`config.mk`:
```
export PLATFORM = sky130hd
export DESIGN_NAME = floor_fifo_ctrl
export DESIGN_NICKNAME = d
export VERILOG_FILES = /design/src/rtl/floor_fifo_pkg.sv /design/src/rtl/floor_fifo_ptr.sv /design/src/rtl/floor_fifo_ctrl.sv
export SDC_FILE = /design/constraint.sdc
export NUM_CORES = 1
export LEC_CHECK = 0
export CORE_ASPECT_RATIO = 2
export CORE_MARGIN = 3
export CORE_UTILIZATION = 37
export DETAILED_ROUTE_END_ITERATION = 16
export GPL_ROUTABILITY_DRIVEN = 0
export GPL_TIMING_DRIVEN = 0
export PLACE_DENSITY = 0.66
export SYNTH_ARGS = -nofsm -noshare
export SYNTH_HDL_FRONTEND = slang
export SYNTH_SLANG_ARGS = --single-unit
```
`constraint.sdc`:
```
create_clock -name i_clock -period 3.2 [get_ports i_clock]
set_clock_uncertainty 0.1 [all_clocks]
set_input_delay 0.48 -clock i_clock [delete_from_list [all_inputs] [get_ports i_clock]]
set_output_delay 0.48 -clock i_clock [all_outputs]
set_load 0.01 [all_outputs]
```
`src/rtl/floor_fifo_pkg.sv`:
```
// Shared constants for the floor-request FIFO controller.
// Holds the default floor width, depth and pointer width, plus the derived
// occupancy-counter width (one extra bit so that "full" is representable).
package floor_fifo_pkg;

  localparam int unsigned FIFO_FLOOR_WIDTH   = 4;
  localparam int unsigned FIFO_DEPTH         = 16;
  localparam int unsigned FIFO_POINTER_WIDTH = 4;

  // Occupancy runs 0..depth, so it needs one bit more than a RAM address.
  localparam int unsigned fifo_pCOUNT_WIDTH  = FIFO_POINTER_WIDTH + 1;

endpackage : floor_fifo_pkg

```
`src/rtl/floor_fifo_ptr.sv`:
```
// Wrapping RAM pointer for the floor-request FIFO.
// Ports:
//   i_clock    - rising-edge clock
//   i_reset_n  - asynchronous active-low reset, pointer returns to 0
//   i_advance  - step the pointer by one this cycle
//   o_pointer  - current RAM address
// The depth is a power of two, so the wrap from depth-1 to 0 is plain
// binary overflow of the pointer register.
module floor_fifo_ptr
  import floor_fifo_pkg::*;
#(
  parameter int fifo_pPOINTER_WIDTH = FIFO_POINTER_WIDTH
) (
  input  logic                           i_clock,
  input  logic                           i_reset_n,
  input  logic                           i_advance,
  output logic [fifo_pPOINTER_WIDTH-1:0] o_pointer
);

  always_ff @(posedge i_clock or negedge i_reset_n) begin
    if (!i_reset_n) begin
      o_pointer <= '0;
    end else if (i_advance) begin
      o_pointer <= o_pointer + fifo_pPOINTER_WIDTH'(1);
    end
  end

endmodule : floor_fifo_ptr

```
`src/rtl/floor_fifo_ctrl.sv`:
```
// Pointer and flag controller for the elevator floor-request FIFO.
// It is the only driver of the dual-port request RAM owned by the parent.
// Ports:
//   i_clock, i_reset_n - clock and asynchronous active-low reset
//   i_push, i_push_floor - enqueue one floor number
//   i_pop              - scheduler consumed the head entry (RAM[rd_pointer])
//   o_wr_en, o_wr_data, wr_pointer - RAM write port, valid in the push cycle
//   rd_pointer         - RAM read address of the head entry
//   o_rd_en            - pop accepted this cycle
//   o_full, o_empty, o_count - occupancy, registered
//   o_dup              - pulse: push dropped as a repeat of the last floor
//   o_overflow         - sticky: push refused while full
//   o_underflow        - sticky: pop refused while empty
module floor_fifo_ctrl
  import floor_fifo_pkg::*;
#(
  parameter int fifo_pFLOOR_WIDTH   = FIFO_FLOOR_WIDTH,
  parameter int fifo_pFIFO_DEPTH    = FIFO_DEPTH,
  parameter int fifo_pPOINTER_WIDTH = FIFO_POINTER_WIDTH
) (
  input  logic                           i_clock,
  input  logic                           i_reset_n,
  input  logic                           i_push,
  input  logic [fifo_pFLOOR_WIDTH-1:0]   i_push_floor,
  input  logic                           i_pop,
  output logic                           o_wr_en,
  output logic [fifo_pFLOOR_WIDTH-1:0]   o_wr_data,
  output logic [fifo_pPOINTER_WIDTH-1:0] wr_pointer,
  output logic [fifo_pPOINTER_WIDTH-1:0] rd_pointer,
  output logic                           o_rd_en,
  output logic                           o_full,
  output logic                           o_empty,
  output logic [fifo_pPOINTER_WIDTH:0]   o_count,
  output logic                           o_dup,
  output logic                           o_overflow,
  output logic                           o_underflow
);

  localparam int CW = fifo_pPOINTER_WIDTH + 1;
  localparam logic [CW-1:0] DEPTH_C = CW'(fifo_pFIFO_DEPTH);

  logic [CW-1:0]                count_p0;
  logic [CW-1:0]                count_next;
  logic [fifo_pFLOOR_WIDTH-1:0] last_floor_p0;
  logic                         last_valid_p0;
  logic                         overflow_p0;
  logic                         underflow_p0;

  logic pop_ok;
  logic push_ok;
  logic dup;
  logic full;
  logic empty;

  assign full  = (count_p0 == DEPTH_C);
  assign empty = (count_p0 == '0);

  // Request cycle: accept/refuse decisions and RAM write port, no latency.
  assign pop_ok = i_pop & ~empty;
  // A repeat is only meaningful while the previous floor is still queued.
  assign dup    = i_push & last_valid_p0 & ~empty & (i_push_floor == last_floor_p0);
  // A concurrent pop frees the slot being written, so full does not block.
  assign push_ok = i_push & ~dup & (~full | pop_ok);

  assign o_wr_en   = push_ok;
  assign o_wr_data = push_ok ? i_push_floor : '0;
  assign o_rd_en   = pop_ok;
  assign o_dup     = dup;

  always_comb begin
    count_next = count_p0;
    case ({push_ok, pop_ok})
      2'b10:   count_next = count_p0 + CW'(1);
      2'b01:   count_next = count_p0 - CW'(1);
      default: count_next = count_p0;
    endcase
  end

  floor_fifo_ptr #(
    .fifo_pPOINTER_WIDTH(fifo_pPOINTER_WIDTH)
  ) u_wr_ptr (
    .i_clock  (i_clock),
    .i_reset_n(i_reset_n),
    .i_advance(push_ok),
    .o_pointer(wr_pointer)
  );

  floor_fifo_ptr #(
    .fifo_pPOINTER_WIDTH(fifo_pPOINTER_WIDTH)
  ) u_rd_ptr (
    .i_clock  (i_clock),
    .i_reset_n(i_reset_n),
    .i_advance(pop_ok),
    .o_pointer(rd_pointer)
  );

  // State update on the edge after the request cycle.
  always_ff @(posedge i_clock or negedge i_reset_n) begin
    if (!i_reset_n) begin
      count_p0      <= '0;
      last_floor_p0 <= '0;
      last_valid_p0 <= 1'b0;
      overflow_p0   <= 1'b0;
      underflow_p0  <= 1'b0;
    end else begin
      count_p0 <= count_next;
      if (push_ok) begin
        last_floor_p0 <= i_push_floor;
        last_valid_p0 <= 1'b1;
      end else if (pop_ok && count_p0 == CW'(1)) begin
        // Draining the last entry forgets the floor, so the same floor
        // can be requested again.
        last_valid_p0 <= 1'b0;
      end
      if (i_push && !dup && !push_ok) begin
        overflow_p0 <= 1'b1;
      end
      if (i_pop && !pop_ok) begin
        underflow_p0 <= 1'b1;
      end
    end
  end

  assign o_count     = count_p0;
  assign o_full      = full;
  assign o_empty     = empty;
  assign o_overflow  = overflow_p0;
  assign o_underflow = underflow_p0;

endmodule : floor_fifo_ctrl

```
==> out/metrics.yaml <==
yosys:
  syn-num-nets: 108
  synthCells: 94
  synth_edf_count: 0
  synth.cell_area_um2: 1054
  synth_largest_area_cell: "dfrtp_1"
  synth_top_area_share: 0.4751
  synth_top_cells_by_count: "dfrtp_1, xnor2_1, nand2_1"
  synth-seq-area-share: 0.4751
  synthDistinctLibCells: 31
  synth_area_leaders: "dfrtp_1, xnor2_1, ha_1, xor2_1, nand2_1"
  yosysWarnings: 0
  ys.flop_type: "dfrtp_1"
  synth_most_common_cell: "dfrtp_1"
  ys_ff_latch: 20
  syn_avg_cell_area_um2: 11.21
  async_flop_share: 1.000
cells_and_area:
  finalInstanceArea_um2: 1458
  num_antenna_cells: 0
  drive_above_1_share: 0.09302
  postLayoutCoreUtil: 0.5532
  area_growth_pct: 38.36
  final_nets: 145
sta:
  max_freq_mhz: 338.6
  setup_ws_ns: 0.2466
  period_needed_ns: 2.953
  finalSetupViolations: 0
  post-route-period-util: 0.9229
  maxSlewViolCount: 0
  worst_pin_slew_ns: 0.8811
  hold_violations: 0
  slew_headroom: 0.4108
  grt_setup_unrepaired: "no"
placed_design:
  place_area_um2: 1399
  dp_slack_ns: -0.2004
  place_hpwl_um: 1777
  io_buffers: 31
route:
  ant_nets: 0
  first_iter_violations: 18
  vias_per_cell: 5.236
  detail_route.first_pass.iterations: 4
  vias: 822
  wirelength_um: 2241
  wl_per_cell_um: 14.27
  met1_length_um: 829
  wl_met2_um: 1234
  wl_met3_um: 122
  drc: 0
  top_layer: "met4"
floorplanning:
  core_area_um2: 2635
  die_w_um: 43.73
  num_rows: 26
  start_util: 0.3998
  dieHeight_um: 81.46
  ios: 32
  dieArea_um2: 3562
cts:
  htree_levels: 1
  clkTransAtPathRegs_ns: 0.07
  cts_buffers: 3
  ctsRootBufferMaster: "clkbuf_8"
  clock_latency_ns: 0.26
  clock_path_buffers: 2
  cts_tree: "yes"
  clkSinkCount: 20
power_and_ir_drop:
  fin_total_pwr_mw: 1.308
  p_switching_uw: 480.4
  seqPwrFrac: 0.381
  combinationalPowerShare: 0.494
  p_int_uw: 827.1
  p_clk_frac: 0.125
  swShare: 0.3674
  leakagePower_nw: 0.6954
  ir_drop_mv: 0.5157
  powerDensity_nw_per_um2: 897.0
grt:
  track_usage: 0.1469
  grt_max_degree: 21
  globalRouteOverflowTotal: 0
  grt_pass1_wl_um: 3864
  antenna_found_initial: 0
  grt_pass1_vias: 872
job:
  drv_cap: 0
worst_setup_path:
  cp_max_fo: 5
  r2r_slack_ns: 0.79
  critical_path_class: "reg2out"
  critPathArrivalTime_ns: 2.37
  cp-end-kind: "primary output"
  cp-start-kind: "register"
  cp_data_required_time_ns: 2.62
outcome:
  status: "finished clean"
min_path:
  worstHoldPathType: "reg2reg"
## power groups by stage
stage	Clock (mW)	Combinational (mW)	Sequential (mW)
2_1_floorplan	0	0.308	0.525
3_3_place_gp	0	0.639	0.496
3_5_place_dp	0	0.654	0.503
4_1_cts	0.168	0.661	0.499
5_1_grt	0.182	0.708	0.518
6_report	0.163	0.646	0.498
## flip-flops by register name (all words and copies together), names as in the netlist
register            flops
u_wr_ptr.o_pointer      4
o_underflow             1
last_valid_p0           1
o_overflow              1
u_rd_ptr.o_pointer      4
o_count                 5
last_floor_p0           4
## metal layers
layer | vias up | track usage
met5 | - | 0
met4 | 0 | 0.07251
met3 | 5 | 0.03289
met2 | 25 | 0.2749
met1 | 398 | 0.1439
li1 | 394 | -
## cell usage in the layout (no fill, tap or decap), types with 2 or more instances in the layout
cell,Yosys,layout
a21o_1,4,4
a31oi_1,2,2
and2_1,5,5
and4_1,2,2
clkbuf_8,0,3
clkdlybuf4s50_1,0,27
dfrtp_1,20,20
dlymetal6s2s_1,0,4
ha_1,6,6
inv_1,4,4
inv_2,2,2
nand2_1,9,9
nand4_1,2,2
nor2_1,5,5
nor3_2,2,2
xnor2_1,10,10
xor2_1,4,4
## layout make-up
type	instances	area, um^2
clock buffer	3	41.29
multi-input combinational	68	530.5
sequential	20	500.5
inverter	6	22.52
fill	245	1177
timing repair buffer	32	327.8
tap	28	35.03
## per-stage QoR
| step | hold WS [ns] | TNS, ns | std cells |
|---|---|---|---|
| after floorplan | 0.08441 | 0 | 94 |
| after global routing | 0.3927 | 0 | 157 |
| final | 0.3660 | 0 | 157 |
| after global placement | 0.3514 | -0.6337 | 153 |
| after detailed placement | 0.3609 | -0.8083 | 153 |
| after CTS | 0.3748 | 0 | 157 |
## worst paths after layout
path / startpoint / endpoint / depth (start not counted)
hold / removal: u_wr_ptr.o_pointer[3]$_DFFE_PN0N_ / u_wr_ptr.o_pointer[3]$_DFFE_PN0N_ / 1
min in group asynchronous: i_reset_n / last_floor_p0[1]$_DFFE_PN0N_ / 1
setup reg to reg: o_count[1]$_DFFE_PN0P_ / o_count[3]$_DFFE_PN0P_ / 8
setup / recovery: o_count[1]$_DFFE_PN0P_ / o_dup / 7
hold reg to reg: u_wr_ptr.o_pointer[3]$_DFFE_PN0N_ / u_wr_ptr.o_pointer[3]$_DFFE_PN0N_ / 1
max in group asynchronous: i_reset_n / u_rd_ptr.o_pointer[2]$_DFFE_PN0P_ / 1
## worst max-delay path, cell delays in order (launching register included)
cell and delay, ns:
dfrtp_1 0.43, inv_1 0.13, ha_1 0.18, or4b_4 0.50, and3_4 0.20, nand2_1 0.12, nor2_1 0.06, clkdlybuf4s50_1 0.48
## cell families after synthesis
group / share of synthesized area
multiplexers: 0.02019
AO/OA/AOI/OAI: 0.1188
buffers and inverters: 0.02138
AND/OR/NAND/NOR: 0.1770
adder cells (fa/ha/maj): 0.07126
flip-flops: 0.4751
XOR/XNOR: 0.1164
## what timing repair did
item                       CTS  global route
pin swaps                    1             3
setup buffers                1             0
hold buffers                 0             0
resized for setup            0             4
setup endpoints to repair    5             4
(Power assumes the default switching activity.)
